==> config.mk <==
export PLATFORM = sky130hd
export DESIGN_NAME = reg_file_mp
export DESIGN_NICKNAME = d
export VERILOG_FILES = /design/src/rtl/rf_pkg.sv /design/src/rtl/rf_read_port.sv /design/src/rtl/reg_file_mp.sv
export SDC_FILE = /design/constraint.sdc
export NUM_CORES = 1
export LEC_CHECK = 0
export CORE_MARGIN = 1
export CORE_UTILIZATION = 59
export CTS_CLUSTER_SIZE = 25
export DETAILED_ROUTE_END_ITERATION = 8
export GPL_TIMING_DRIVEN = 0
export PLACE_DENSITY = 0.89
export SKIP_LAST_GASP = 1
export SYNTH_ARGS = -nofsm -noshare
export SYNTH_HDL_FRONTEND = slang
export SYNTH_SLANG_ARGS = --single-unit
==> constraint.sdc <==
create_clock -name I_clk -period 7.15 [get_ports I_clk]
set_clock_uncertainty 0.05 [all_clocks]
set_input_delay 0.715 -clock I_clk [delete_from_list [all_inputs] [get_ports I_clk]]
set_output_delay 0.715 -clock I_clk [all_outputs]
set_load 0.02 [all_outputs]
==> src/rtl/rf_pkg.sv <==
// ---------------------------------------------------------------------------
// rf_pkg
// Shared definitions for the multi-port register file.
//   RF_DATA_W / RF_ADDR_W         default register width and select width
//   RF_MAX_DATA_W / RF_MAX_ADDR_W widest data/select the resolve helper handles
//   rf_wr_resolve()               per-address write-port resolution, port 1 wins
// ---------------------------------------------------------------------------
package rf_pkg;

   localparam int unsigned RF_DATA_W     = 16;
   localparam int unsigned RF_ADDR_W     = 3;
   localparam int unsigned RF_MAX_DATA_W = 64;
   localparam int unsigned RF_MAX_ADDR_W = 8;

   // Result layout: {hit, data}; data is zero when there is no hit.
   typedef logic [RF_MAX_DATA_W:0] rfWrRes_t;

   function automatic rfWrRes_t rf_wr_resolve(
      input logic                     we0,
      input logic [RF_MAX_ADDR_W-1:0] sel0,
      input logic [RF_MAX_DATA_W-1:0] d0,
      input logic                     we1,
      input logic [RF_MAX_ADDR_W-1:0] sel1,
      input logic [RF_MAX_DATA_W-1:0] d1,
      input logic [RF_MAX_ADDR_W-1:0] addr
   );
      rfWrRes_t res;
      res = '0;
      if (we0 && (sel0 == addr)) res = {1'b1, d0};
      // Evaluated last so the load-writeback port overrides the ALU port.
      if (we1 && (sel1 == addr)) res = {1'b1, d1};
      return res;
   endfunction

endpackage

==> src/rtl/rf_read_port.sv <==
// ---------------------------------------------------------------------------
// rf_read_port
// One registered read port: address mux, optional write-to-read bypass and
// the data/busy output registers.
//   clk, rst, en           clock, async active-high reset, global enable
//   regFile, busyNow       current storage and scoreboard
//   busyNext               scoreboard value after this edge (bypass view)
//   we0/selD0/dataD0       write port 0
//   we1/selD1/dataD1       write port 1
//   sel                    read address
//   dataQ, busyQ           registered read data and busy flag
// ---------------------------------------------------------------------------
module rf_read_port
   import rf_pkg::*;
#(
   parameter int unsigned DATA_W   = RF_DATA_W,
   parameter int unsigned ADDR_W   = RF_ADDR_W,
   parameter bit          BYPASS   = 1'b1,
   parameter bit          ZERO_REG = 1'b0
) (
   input  logic                   clk,
   input  logic                   rst,
   input  logic                   en,
   input  logic [DATA_W-1:0]      regFile [2**ADDR_W],
   input  logic [2**ADDR_W-1:0]   busyNow,
   input  logic [2**ADDR_W-1:0]   busyNext,
   input  logic                   we0,
   input  logic [ADDR_W-1:0]      selD0,
   input  logic [DATA_W-1:0]      dataD0,
   input  logic                   we1,
   input  logic [ADDR_W-1:0]      selD1,
   input  logic [DATA_W-1:0]      dataD1,
   input  logic [ADDR_W-1:0]      sel,
   output logic [DATA_W-1:0]      dataQ,
   output logic                   busyQ
);

   logic [DATA_W-1:0] dataD;
   logic              busyD;

   function automatic rfWrRes_t resolveAt(input logic [ADDR_W-1:0] addr);
      return rf_wr_resolve(we0, RF_MAX_ADDR_W'(selD0), RF_MAX_DATA_W'(dataD0),
                           we1, RF_MAX_ADDR_W'(selD1), RF_MAX_DATA_W'(dataD1),
                           RF_MAX_ADDR_W'(addr));
   endfunction

   always_comb begin
      dataD = regFile[sel];
      busyD = busyNow[sel];
      if (BYPASS) begin
         if (1'(resolveAt(sel) >> RF_MAX_DATA_W)) dataD = DATA_W'(resolveAt(sel));
         busyD = busyNext[sel];
      end
      // The bypass path would otherwise leak a discarded R0 write.
      if (ZERO_REG && (sel == '0)) begin
         dataD = '0;
         busyD = 1'b0;
      end
   end

   always_ff @(posedge clk or posedge rst) begin
      if (rst) begin
         dataQ <= '0;
         busyQ <= 1'b0;
      end else if (en) begin
         dataQ <= dataD;
         busyQ <= busyD;
      end
   end

endmodule

==> src/rtl/reg_file_mp.sv <==
// ---------------------------------------------------------------------------
// reg_file_mp
// Parametrised register file: two write ports (ALU, load writeback), two
// registered read ports, optional bypass, optional hardwired-zero R0 and a
// per-register busy scoreboard for decode stalls.
//   I_clk, I_rst, I_en         clock, async active-high reset, global enable
//   I_we0/I_selD0/I_dataD0     write port 0 (ALU)
//   I_we1/I_selD1/I_dataD1     write port 1 (load writeback, wins conflicts)
//   I_selA, I_selB             read addresses
//   I_resv, I_selR             reserve request marking I_selR busy
//   O_dataA/B, O_busyA/B       registered read data and busy flags
// ---------------------------------------------------------------------------
module reg_file_mp
   import rf_pkg::*;
#(
   parameter int unsigned DATA_W   = RF_DATA_W,
   parameter int unsigned ADDR_W   = RF_ADDR_W,
   parameter bit          BYPASS   = 1'b1,
   parameter bit          ZERO_REG = 1'b0
) (
   input  logic              I_clk,
   input  logic              I_rst,
   input  logic              I_en,
   input  logic              I_we0,
   input  logic [ADDR_W-1:0] I_selD0,
   input  logic [DATA_W-1:0] I_dataD0,
   input  logic              I_we1,
   input  logic [ADDR_W-1:0] I_selD1,
   input  logic [DATA_W-1:0] I_dataD1,
   input  logic [ADDR_W-1:0] I_selA,
   input  logic [ADDR_W-1:0] I_selB,
   input  logic              I_resv,
   input  logic [ADDR_W-1:0] I_selR,
   output logic [DATA_W-1:0] O_dataA,
   output logic [DATA_W-1:0] O_dataB,
   output logic              O_busyA,
   output logic              O_busyB
);

   localparam int unsigned DEPTH = 2**ADDR_W;

   logic [DATA_W-1:0] regs     [DEPTH];
   logic [DATA_W-1:0] regsNext [DEPTH];
   logic [DEPTH-1:0]  busy;
   logic [DEPTH-1:0]  busyNext;

   function automatic rfWrRes_t resolveAt(input logic [ADDR_W-1:0] addr);
      return rf_wr_resolve(I_we0, RF_MAX_ADDR_W'(I_selD0), RF_MAX_DATA_W'(I_dataD0),
                           I_we1, RF_MAX_ADDR_W'(I_selD1), RF_MAX_DATA_W'(I_dataD1),
                           RF_MAX_ADDR_W'(addr));
   endfunction

   always_comb begin
      for (int unsigned i = 0; i < DEPTH; i++) begin
         regsNext[i] = regs[i];
         busyNext[i] = busy[i];
         if (!(ZERO_REG && (i == 0))) begin
            if (1'(resolveAt(ADDR_W'(i)) >> RF_MAX_DATA_W)) begin
               regsNext[i] = DATA_W'(resolveAt(ADDR_W'(i)));
               busyNext[i] = 1'b0;
            end
            // Applied after the write clear: a new reservation outranks the
            // producer completing in the same cycle.
            if (I_resv && (I_selR == ADDR_W'(i))) busyNext[i] = 1'b1;
         end
      end
   end

   always_ff @(posedge I_clk or posedge I_rst) begin
      if (I_rst) begin
         for (int unsigned i = 0; i < DEPTH; i++) regs[i] <= '0;
         busy <= '0;
      end else if (I_en) begin
         regs <= regsNext;
         busy <= busyNext;
      end
   end

   rf_read_port #(
      .DATA_W  (DATA_W),
      .ADDR_W  (ADDR_W),
      .BYPASS  (BYPASS),
      .ZERO_REG(ZERO_REG)
   ) portA (
      .clk     (I_clk),
      .rst     (I_rst),
      .en      (I_en),
      .regFile (regs),
      .busyNow (busy),
      .busyNext(busyNext),
      .we0     (I_we0),
      .selD0   (I_selD0),
      .dataD0  (I_dataD0),
      .we1     (I_we1),
      .selD1   (I_selD1),
      .dataD1  (I_dataD1),
      .sel     (I_selA),
      .dataQ   (O_dataA),
      .busyQ   (O_busyA)
   );

   rf_read_port #(
      .DATA_W  (DATA_W),
      .ADDR_W  (ADDR_W),
      .BYPASS  (BYPASS),
      .ZERO_REG(ZERO_REG)
   ) portB (
      .clk     (I_clk),
      .rst     (I_rst),
      .en      (I_en),
      .regFile (regs),
      .busyNow (busy),
      .busyNext(busyNext),
      .we0     (I_we0),
      .selD0   (I_selD0),
      .dataD0  (I_dataD0),
      .we1     (I_we1),
      .selD1   (I_selD1),
      .dataD1  (I_dataD1),
      .sel     (I_selB),
      .dataQ   (O_dataB),
      .busyQ   (O_busyB)
   );

endmodule

Word-level counts from Yosys, hierarchy flattened

Index checks and enable logic that the tools add are counted.

Logic and storage cells: 131
Output and inout bits: 34
Input bits: 53
Register bits after elaboration: 170

Reductions and logical operators: 39
Muxes and demuxes: 48
Order comparisons: 4
Equality and inequality tests: 25
Bitwise logic cells: 2

Operators with widths:

| operator             | number |
|---|---|
| $mux W65             | 20 |
| $bmux W16 S3         | 2 |
| $mux W16             | 6 |
| $eq A3 B3 Y1 const B | 12 |
| $logic_and A1 B1 Y1  | 28 |
| $eq A3 B2 Y1 const B | 6 |
| $mux W1              | 18 |
| $reduce_and A2 Y1    | 8 |
| $eq A3 B3 Y1         | 4 |
| $eq A3 B1 Y1 const B | 3 |
| $logic_not A3 Y1     | 3 |
| $ge A4 B4 Y1 const B | 2 |
| $lt A3 B4 Y1 const B | 2 |
| $not A3 Y4           | 2 |
| $bmux W1 S3          | 2 |

Longest topological paths before layout

Depth in word-level cells: 8
Depth in mapped cells: 8
Gate-level depth less buffers: 5

Cells and area by module

Synthesis repeated with hierarchy kept, for this count alone.

Cell total of the unflattened synthesis: 1138
Area total of the unflattened synthesis: 10765.3 um^2

By module, submodules not included:

| module       | seq. area each (um^2) | area each (um^2) | times used | cells each |
|---|---|---|---|---|
| reg_file_mp  | 3403.3                | 6125.9           | 1          | 558 |
| rf_read_port | 425.4                 | 2319.7           | 2          | 290 |

Worst setup path after synthesis

Ideal clock, no wire load.

Kind: input to register
From: input port I_selD1[0]
To: register portA.dataQ[1]
Data required time: 6.975 ns
Setup time: 0.125 ns
Data arrival time: 2.111 ns
Buffers on the path: 3
Slack: 4.864 ns
Cell stages on the path: 8
Cell sequence: buf_6 -> xnor2_1 -> nand4_4 -> and2_1 -> buf_6 -> buf_6 -> mux2i_1 -> mux2_2

Cells in the longest elaborated chain, start to end: 4

RTL lines:

| element                | RTL line           | RTL |
|---|---|---|
| start: declaration     | reg_file_mp.sv:28  | `input logic [ADDR_W-1:0] I_selD1,` |
| $eq A3 B3 Y1           | rf_pkg.sv:31       | `if (we1 && (sel1 == addr)) res = {1'b1, d1};` |
| $logic_and A1 B1 Y1    | rf_pkg.sv:31       |  |
| $mux W65               | rf_pkg.sv:31       |  |
| $mux W16               | rf_read_port.sv:51 | `if (1'(resolveAt(sel) >> RF_MAX_DATA_W)) dataD = DATA_W'(resolveAt(sel));` |
| end signal: assignment | rf_read_port.sv:66 | `dataQ <= dataD;` |
| end: declaration       | rf_read_port.sv:34 | `output logic [DATA_W-1:0] dataQ,` |

Every way passes these cells.
A chain may end at the register's enable or synchronous reset.

Worst setup path in the final report

From: input port I_we1
To: register portB.dataQ[8]

Cells in the longest elaborated chain, start to end: 3

RTL lines:

| element                | RTL line           | RTL |
|---|---|---|
| start: declaration     | reg_file_mp.sv:27  | `input logic I_we1,` |
| $logic_and A1 B1 Y1    | rf_pkg.sv:31       |  |
| $mux W65               | rf_pkg.sv:31       |  |
| $mux W16               | rf_read_port.sv:51 |  |
| end signal: assignment | rf_read_port.sv:66 |  |
| end: declaration       | rf_read_port.sv:34 |  |

Every way passes these cells.

==> impl_results.rst <==
.. list-table::
   :header-rows: 1

   * - Metric
     - Value
   * - Run status
     - finished clean
   * - Fraction of final layout cells with drive strength greater than 1
     - 16.23%
   * - Critical path required time
     - roughly 7.5 ns
   * - Gate count of the mapped netlist
     - 996
   * - Pre-antenna DRT Iters
     - 7
   * - Global-route track usage on met1
     - about 50%
   * - Synth Warn #
     - 0
   * - Synthesized flop and latch total
     - 170
   * - Setup violators final
     - 0
   * - Sequential element share of the synthesized area
     - about two fifths
   * - Number of top-level pins
     - slightly below 90
   * - Relative slew slack
     - 32.73%
   * - Type of the tightest min-delay check
     - register to register
   * - Count of hold-fix buffers inserted at cts
     - 0
   * - RSZ-0062 raised after global routing
     - false
   * - Post-synthesis cell area
     - between 10,000 and 15,000 sq um
   * - Vertical die dimension
     - around 140 um
   * - Horizontal die dimension
     - between 100 and 150 um
   * - CTS tree
     - built
   * - Global-route wire length before repair
     - between 50,000 and 60,000 um
   * - Source of the worst register-to-register timing path
     - regs[110]
   * - Total DRC errors in the routed layout
     - 0
   * - Met2 track demand over resource
     - 58.02%
   * - Async set or reset register ratio after synthesis
     - 100.0%
   * - R2R Setup Slk
     - about 5 ns
   * - Overall overflow remaining after global route
     - 0
   * - Core box area
     - 17,540 sq um
   * - Bufs on Longest Clock Path
     - 2
   * - Final net count
     - between 1,000 and 1,500
   * - Die area
     - approximately 19,000 sq um
   * - Max H-tree Level
     - 4
   * - Post-synth EDFFs
     - 0
   * - Starting density of the core
     - ~61%
   * - Top cells by area, synth
     - sky130_fd_sc_hd__dfrtp_1 (40%), sky130_fd_sc_hd__mux2i_1 (18%), sky130_fd_sc_hd__mux4_2 (12%)
   * - Met3 track utilization from global routing
     - roughly 15%
   * - Number of rows created at floorplan
     - 48
   * - Number of buffers inserted during clock tree synthesis
     - 17
   * - Routability-driven placement congestion ratio
     - around 0.95
   * - Clock-pin slew of the registers on the worst-case setup and hold paths
     - 0.07 ns
   * - Total of buffers placed on input and output ports
     - 43
   * - Final total power
     - 3.218 mW
   * - Count of maximum capacitance violations
     - 0
   * - Fin worst setup slack
     - approximately 4.2 ns
   * - Largest area contributor in the synthesized netlist
     - sky130_fd_sc_hd__dfrtp_1
   * - Number of global-route vias before repair
     - about 9,400
   * - Most frequent cells in the layout
     - sky130_fd_sc_hd__mux2i_1 (189), sky130_fd_sc_hd__dfrtp_1 (170), sky130_fd_sc_hd__nand2_1 (164), sky130_fd_sc_hd__o21ai_0 (138), sky130_fd_sc_hd__mux4_2 (57)
   * - Combined global-route utilization of all metal layers
     - between 30% and 40%
   * - Post-CTS setup buffers
     - 0
   * - Worst-case vdd ir drop
     - 0.2209 mV
   * - Setup TNS Final
     - 0 ns
   * - Worst setup slack before clock tree synthesis
     - roughly 3.9 ns
   * - Growth of design area from synthesis to finish
     - 12.17%
   * - Total power divided by cell area
     - roughly 270 nW/um^2
   * - Clock root cell
     - sky130_fd_sc_hd__clkbuf_16
   * - R2r worst-path depth
     - 4
   * - Mean area per synthesized cell
     - between 10 and 15 sq um
   * - Library cells used by synthesis
     - 51
   * - Final hold vios
     - 0
   * - Leading cell type in the layout, fill and taps excluded
     - sky130_fd_sc_hd__mux2i_1
   * - Diodes inserted
     - 0
   * - Number of antenna violations at the first check in global routing
     - 0
   * - Dominant register cell in the synthesized netlist
     - sky130_fd_sc_hd__dfrtp_1
   * - LEAKAGE
     - around 5.6 nW
   * - Worst path bufs/invs
     - 3
   * - Clock latency on the worst-skew pair
     - 0.45 ns
   * - Number of nets still failing antenna checks after routing
     - 0
   * - Count of cell instances traversed by the critical path
     - 7
   * - Pin count of the biggest net entering global routing
     - ~130
   * - Drt total wl
     - between 30,000 and 40,000 um
   * - Family with the most delay on the worst path
     - buffers and inverters
   * - Layout fillers
     - between 1,000 and 1,500
   * - Critical path endpoint category
     - register
   * - Number of DRC markers in iteration 0
     - about 1,500
   * - Sinks on Clock Net
     - 170
   * - Capturing point of the worst reg2reg path
     - portB.dataQ[14]
   * - Nets in the synthesized netlist
     - 1,049
   * - Worst-path cell with the longest stage delay
     - sky130_fd_sc_hd__buf_1
   * - Origin of the worst setup path
     - I_we1
   * - Final-layout worst hold slack
     - 0.4371 ns
   * - Final routed wire length divided by cell count
     - 27.16 um
   * - Gr busiest metal
     - met2
   * - Pins Over Slew Limit
     - 0
   * - Tcrit/Tclk final
     - 41.42%
   * - Final worst path period need
     - around 3.0 ns
   * - Post-cts gate resize count
     - 0
   * - Worst setup endpoint
     - portB.dataQ[8]
   * - Vias after detailed routing
     - just over 9,000
   * - Setup Crit Path Kind
     - input pin to register
   * - Area fraction of the dominant cell type after synthesis
     - about two fifths
   * - Category of the worst setup path launch point
     - input pin
   * - Cell chain of the critical path
     - clkdlybuf4s50_1 -> buf_2 -> nand4_1 -> nand2_1 -> buf_1 -> o22a_1 -> a31o_2
   * - Slew @ Worst Pin
     - between 1 and 1.5 ns
   * - HPWL after DPL
     - about 22,000 um
   * - Worst path max stage delay
     - slightly below 0.7 ns
   * - Biggest fanout along the worst timing path
     - 10
   * - Achievable frequency
     - roughly 0.34 GHz
   * - Via count normalized by instance count
     - just over 7
   * - Data arrival at the endpoint of the critical path
     - about 3.3 ns
==> power by group <==
part           internal (mW)  switching [mW]  leakage [nW]
registers               1.19           0.178          2.13
logic                  0.466           0.471          3.18
clock network          0.489           0.421         0.273
==> registers in the layout, indices dropped and copies added, names as in the netlist <==
signal       count
busy             8
portA.busyQ      1
portA.dataQ     16
portB.busyQ      1
portB.dataQ     16
regs           128
==> cells in the mapped netlist (2+ instances only) <==
master / number
sky130_fd_sc_hd__nand4b_1: 5
sky130_fd_sc_hd__nand3_1: 4
sky130_fd_sc_hd__nor4bb_1: 4
sky130_fd_sc_hd__a21oi_1: 7
sky130_fd_sc_hd__nand4_1: 3
sky130_fd_sc_hd__buf_6: 10
sky130_fd_sc_hd__nand3b_1: 3
sky130_fd_sc_hd__o211ai_1: 2
sky130_fd_sc_hd__mux4_2: 57
sky130_fd_sc_hd__nand2_1: 164
sky130_fd_sc_hd__buf_4: 8
sky130_fd_sc_hd__buf_2: 25
sky130_fd_sc_hd__a31o_2: 15
sky130_fd_sc_hd__dfrtp_1: 170
sky130_fd_sc_hd__and4_1: 2
sky130_fd_sc_hd__clkbuf_1: 52
sky130_fd_sc_hd__a311o_1: 2
sky130_fd_sc_hd__buf_1: 19
sky130_fd_sc_hd__mux4_1: 7
sky130_fd_sc_hd__inv_1: 6
sky130_fd_sc_hd__o21ai_1: 4
sky130_fd_sc_hd__o21ai_0: 138
sky130_fd_sc_hd__and2_1: 3
sky130_fd_sc_hd__a222oi_1: 3
sky130_fd_sc_hd__o32ai_1: 3
sky130_fd_sc_hd__o22a_1: 13
sky130_fd_sc_hd__xnor2_1: 12
sky130_fd_sc_hd__nor4b_1: 2
sky130_fd_sc_hd__nor2_1: 11
sky130_fd_sc_hd__mux2_2: 20
sky130_fd_sc_hd__mux2i_1: 189
sky130_fd_sc_hd__nor2b_1: 14
==> cell type report <==
class	count	area (sq um)	area share, %
buffer	115	584.3	4.848
clock buffer	18	439.2	3.644
clock inverter	14	121.4	1.007
inverter	6	30.03	0.2491
multi-input combinational	705	5884	48.82
sequential	170	4254	35.30
tap	225	281.5	2.336
timing repair buffer	44	457.9	3.799
==> routing by layer <==
metal	up-vias	routed length, um
li1	3759	-
met1	4499	12320
met2	863	15730
met3	216	5004
met4	0	2180
met5	-	0
==> logic make-up (layout without fill, tap and decap cells) <==
logic type / count (synthesis) / after routing / share of synthesized area, %
AO/OA/AOI/OAI: 196 / 196 / 10.81
XOR/XNOR: 12 / 12 / 0.9781
buffers and inverters: 121 / 197 / 5.647
flip-flops: 170 / 170 / 39.59
multiplexers: 273 / 273 / 33.36
AND/OR/NAND/NOR: 224 / 224 / 9.618
==> through the flow <==
stage	instances	util [%]	instance area, sq um
final	1297	68.73	12050
after global routing	1297	68.73	12050
after CTS	1297	68.73	12050
after detailed placement	1265	65.53	11490
after global placement	1264	65.33	11460
after floorplan	996	-	10750
==> worst min-delay path, delay by kind of cell (launching register included) <==
| family | cells | cell delay (ns) |
|---|---|---|
| flops | 1 | 0.35 |
| compound gates | 1 | 0.06 |
| simple gates | 1 | 0.05 |
==> how the worst min path moves through the flow <==
stage,depth (start not counted),end,from
detailed placement,2,busy[5],busy[5]
global route,2,regs[85],regs[85]
global placement,2,busy[5],busy[5]
CTS,2,busy[4],busy[4]
floorplan,2,busy[6],busy[6]
finish,2,busy[4],busy[4]
Note: power is estimated with default switching activity, not from simulation.
